## src/rtl/led_blink_code.sv

```systemverilog
// led_blink_code: repeating blink pattern of N pulses followed by a long gap for a 4-bit status code
module led_blink_code #(
    parameter int PRESCALE = 125000,
    parameter int ON_MS    = 200,
    parameter int OFF_MS   = 300,
    parameter int GAP_MS   = 1500
) (
    input  logic       clock,
    input  logic       reset,
    input  logic [3:0] code,
    output logic       signal,
    output logic       busy,
    output logic       seq_done
);
    localparam int PW = (PRESCALE > 1) ? $clog2(PRESCALE) : 1;
    localparam logic [PW-1:0] P_LAST   = PW'(PRESCALE - 1);
    localparam logic [11:0]   ON_LAST  = 12'(ON_MS - 1);
    localparam logic [11:0]   OFF_LAST = 12'(OFF_MS - 1);
    localparam logic [11:0]   GAP_LAST = 12'(GAP_MS - 1);

    typedef enum logic [1:0] {IDLE, ON, OFF, GAP} state_t;

    state_t        state_q, state_d;
    logic [PW-1:0] presc_q, presc_d;
    logic [11:0]   ms_q, ms_d;
    logic [3:0]    blink_q, blink_d;
    logic [3:0]    code_q, code_d;
    logic          signal_q, signal_d;
    logic          busy_q, busy_d;
    logic          done_q, done_d;
    logic          tick, expire, enter;
    logic [11:0]   ms_last;

    // State, timers and registered outputs
    always_ff @(posedge clock) begin
        if (reset) begin
            state_q  <= IDLE;
            presc_q  <= '0;
            ms_q     <= '0;
            blink_q  <= '0;
            code_q   <= '0;
            signal_q <= 1'b0;
            busy_q   <= 1'b0;
            done_q   <= 1'b0;
        end else begin
            state_q  <= state_d;
            presc_q  <= presc_d;
            ms_q     <= ms_d;
            blink_q  <= blink_d;
            code_q   <= code_d;
            signal_q <= signal_d;
            busy_q   <= busy_d;
            done_q   <= done_d;
        end
    end

    // Next state, code latching and timers; timers restart on every state entry
    always_comb begin
        tick    = presc_q == P_LAST;
        ms_last = (state_q == ON) ? ON_LAST : (state_q == OFF) ? OFF_LAST : GAP_LAST;
        expire  = tick && (ms_q == ms_last);
        state_d = state_q;
        blink_d = blink_q;
        code_d  = code_q;
        case (state_q)
            IDLE: if (code != 4'd0) begin
                state_d = ON;
                code_d  = code;
                blink_d = 4'd0;
            end
            ON: if (expire) begin
                blink_d = blink_q + 4'd1;
                state_d = (blink_d == code_q) ? GAP : OFF;
            end
            OFF: if (expire) state_d = ON;
            GAP: if (expire) begin
                state_d = (code != 4'd0) ? ON : IDLE;
                code_d  = (code != 4'd0) ? code : code_q;
                blink_d = 4'd0;
            end
            default: state_d = IDLE;
        endcase
        enter   = state_d != state_q;
        presc_d = (enter || tick || state_q == IDLE) ? '0 : presc_q + PW'(1);
        ms_d    = (enter || state_q == IDLE) ? '0 : tick ? ms_q + 12'd1 : ms_q;
    end

    // Output values computed from the next state so they change on the transition edge
    always_comb begin
        signal_d = state_d == ON;
        busy_d   = state_d != IDLE;
        done_d   = (state_q == GAP) && expire;
    end

    assign signal   = signal_q;
    assign busy     = busy_q;
    assign seq_done = done_q;
endmodule

```

## config.mk

```make
export PLATFORM = sky130hd
export DESIGN_NAME = led_blink_code
export DESIGN_NICKNAME = d
export VERILOG_FILES = /design/src/rtl/led_blink_code.sv
export SDC_FILE = /design/constraint.sdc
export NUM_CORES = 1
export LEC_CHECK = 0
export BUFFER_PORTS_ARGS = -buffer_cell sky130_fd_sc_hd__buf_2
export CORE_MARGIN = 1
export CORE_UTILIZATION = 55
export DETAILED_ROUTE_END_ITERATION = 10
export PLACE_DENSITY = 0.76
export SETUP_SLACK_MARGIN = 0.5
export SLEW_MARGIN = 40
export SYNTH_ARGS = -nofsm -noshare
export SYNTH_HDL_FRONTEND = slang
export SYNTH_SLANG_ARGS = --single-unit
```

## constraint.sdc

```tcl
create_clock -name clock -period 4.8 [get_ports clock]
set_clock_uncertainty 0.2 [all_clocks]
set_input_delay 0.72 -clock clock [delete_from_list [all_inputs] [get_ports clock]]
set_output_delay 0.72 -clock clock [all_outputs]
set_load 0.02 [all_outputs]
```

==> impl_metrics.tcl <==
set metrics [dict create \
    drt-initial-drc-count 166 \
    mostFrequentLayoutCell "sky130_fd_sc_hd__dfxtp_1" \
    setup-tns-final_ns 0 \
    fin_nets 281 \
    cts_setup_buffers 0 \
    final_cell_mix "42 x sky130_fd_sc_hd__dfxtp_1, 18 x sky130_fd_sc_hd__nor4_1, 18 x sky130_fd_sc_hd__xor2_1, 15 x sky130_fd_sc_hd__nand2_1, 15 x sky130_fd_sc_hd__nand3_1" \
    vias 1996 \
    syn-cell-area_um2 2370 \
    detailed_place.area_um2 2445 \
    pwrdens_nw_per_um2 291.8 \
    firstDrtPassIters 4 \
    placement.io_buffers 8 \
    route.detailed.vias_per_inst 6.257 \
    place_congestion 0.8620 \
    worst_slew_pin_slew_ns 0.6087 \
    place.detailed.hpwl_mm 3.534 \
    tritoncts "yes" \
    timing.hold.worst.class "reg -> reg" \
    floorplan.die.width_um 67.64 \
    finish.instance_area_um2 2554 \
    crit_slowest_cell "sky130_fd_sc_hd__a211oi_4" \
    hold_viol 0 \
    avgSynthCellArea_um2 8.943 \
    htree_num_levels 2 \
    share_comb_of_total_power_pct 13.1 \
    worst_ep_arrival_time_ns 3.39 \
    setup_viol 0 \
    clkLatencyLatePin_ns 0.31 \
    largest_cells_by_area_after_synthesis "sky130_fd_sc_hd__dfxtp_1 35%, sky130_fd_sc_hd__xor2_1 6.7%, sky130_fd_sc_hd__nor4_1 4.8%" \
    route.detailed.drc 0 \
    ys_seq_area_share_pct 35.48 \
    mappedNetlistNets 278 \
    path_cells "inv_1, ha_1, or3b_2, a21oi_1, nand4_2, a211oi_4, buf_4, nor4_1" \
    grt_use_total_pct 25.85 \
    core-area_um2 4058 \
    hold_buffers 0 \
    worstSetupStartpointType "flip-flop" \
    critPathMaxFanout 20 \
    final.min_clock_period_ns 3.417 \
    cts_root_buf "sky130_fd_sc_hd__clkbuf_8" \
    static-leakage-power_nw 0.8748 \
    std_cell_rows 23 \
    power.share.clock_pct 37.9 \
    number_of_diodes_added_for_antenna_fixing 0 \
    final_critical_path_setup_slack_ns 1.383 \
    antenna_violations_before_repair 0 \
    ioPinCount 9 \
    clock_tree.buffer_depth 2 \
    synth-edff-count 0 \
    flip_flop_cell_with_the_highest_count_after_synthesis "sky130_fd_sc_hd__dfxtp_1" \
    p_int_mw 0.5428 \
    floorplan.initialDensity_pct 58.40 \
    max_freq_mhz 292.6 \
    ys.warnings.count 0 \
    cpPeakStageDelay_ns 0.60 \
    syn-instance-count 265 \
    timing_worst_setup_path_type "reg -> reg" \
    yosys.area.top_type "sky130_fd_sc_hd__dfxtp_1" \
    hold_slack_ns 0.3234 \
    dieArea_um2 4575 \
    fraction_of_post_synthesis_cell_area_in_the_top_cell_type_by_area_pct 35.48 \
    grt_pass1_wl_mm 8.907 \
    ir_worst_vdd_v 0.0001975 \
    clock_sink_count 42 \
    seq_power_share_pct 49.0 \
    placed_cells 311 \
    synthArstFlopShare_pct 0 \
    worst-endpoint-required_ns 4.78 \
    final_max_slew_viol_count 0 \
    worst_setup_hold_path_clk_slew_ns 0.09 \
    grt_max_degree 24 \
    worst_setup_path_end_kind "flip-flop" \
    worst_slew_margin_rel_pct 58.89 \
    core_util_final_pct 62.94 \
    cts_made_buffers 5 \
    routedWlPerCell_um 16.18 \
    detail-route-antenna-nets 0 \
    rsz0062_at_grt "false" \
    ys_types 46 \
    ratio_of_cells_with_drive_above_1_in_the_final_layout_pct 10.78 \
    cts-resized-gates 0 \
    final-instance-count-excl-fill 319 \
    placement_setup_slack_ns 1.451 \
    sw_frac_of_total_pct 27.15 \
    vias_in_the_first_global_route 1936 \
    max_cap_viol_count 0 \
    overflow 0 \
    drt_wl_total_mm 5.162 \
    design_power_total_mw 0.7451 \
    status "finished clean" \
    finalCritPeriodShare_pct 71.19 \
    layout-area-overhead-vs-synth_pct 7.761 \
    die_height_um 67.64 \
    total_switching_power_mw 0.2023 \
    synth-seq-cells 42 \
]
==> registers in the layout (all words and copies together) (netlist names) <==
name      flops
presc_q      17
blink_q       4
seq_done      1
code_q        4
busy          1
state_q       2
signal        1
ms_q         12
==> final timing paths <==
path | startpoint | end | slack [ns] | depth (start not counted)
setup / recovery | state_q[1] | ms_q[3] | 1.38 | 8
hold / removal | blink_q[3] | blink_q[3] | 0.32 | 2
setup reg to reg | state_q[1] | ms_q[3] | 1.38 | 8
hold reg to reg | blink_q[3] | blink_q[3] | 0.32 | 2
==> layer usage <==
metal,up-vias,routed length [µm],GRT usage [%]
li1,1000,-,-
met1,954,2515,34.49
met2,36,2366,40.84
met3,6,225,4.899
met4,0,55,9.574
met5,-,0,0
==> cell type report <==
type | count | area, µm²
flip-flops and latches | 42 | 840.8
multi-input cells | 202 | 1456
inverters | 6 | 22.52
well taps | 50 | 62.56
repair buffers | 11 | 62.56
clock inverters | 3 | 40.04
clock buffers | 5 | 68.82
fillers | 343 | 1504
==> power groups by stage <==
stage	Clock, mW	Sequential (mW)	Combinational [mW]
5_1_grt	0.298	0.366	0.108
2_1_floorplan	0	0.375	0.0688
4_1_cts	0.286	0.365	0.0966
3_5_place_dp	0	0.373	0.0964
3_3_place_gp	0	0.373	0.0954
6_report	0.282	0.365	0.0978
==> Yosys cell counts, drive strengths merged (6+ instances only) <==
cell type and instances:
ha 7, xor2 18, clkbuf 8, inv 6
nand2 15, nor3 14, nand3 15, buf 7
nor2 14, nor4 21, dfxtp 42, xnor2 12
nand4 12
==> worst max-delay path: cells and delay by family, from the launching register on <==
| family | cells | cell delay (ns) |
|---|---|---|
| buffers and inverters | 2 | 0.48 |
| adders and majority gates | 1 | 0.31 |
| DFF | 1 | 0.45 |
| and+or+nand+nor | 3 | 0.99 |
| AOI/OAI and AO/OA | 2 | 0.83 |
==> cells by family after synthesis <==
| family | after synthesis | share of synthesized area (%) |
|---|---|---|
| simple gates | 125 | 32.79 |
| flops | 42 | 35.48 |
| compound gates | 33 | 9.504 |
| xor+xnor | 31 | 12.04 |
| buf+inv | 21 | 3.907 |
| fa+ha+maj | 7 | 3.696 |
| mux | 6 | 2.587 |
Power figures use the tool's default switching activity.
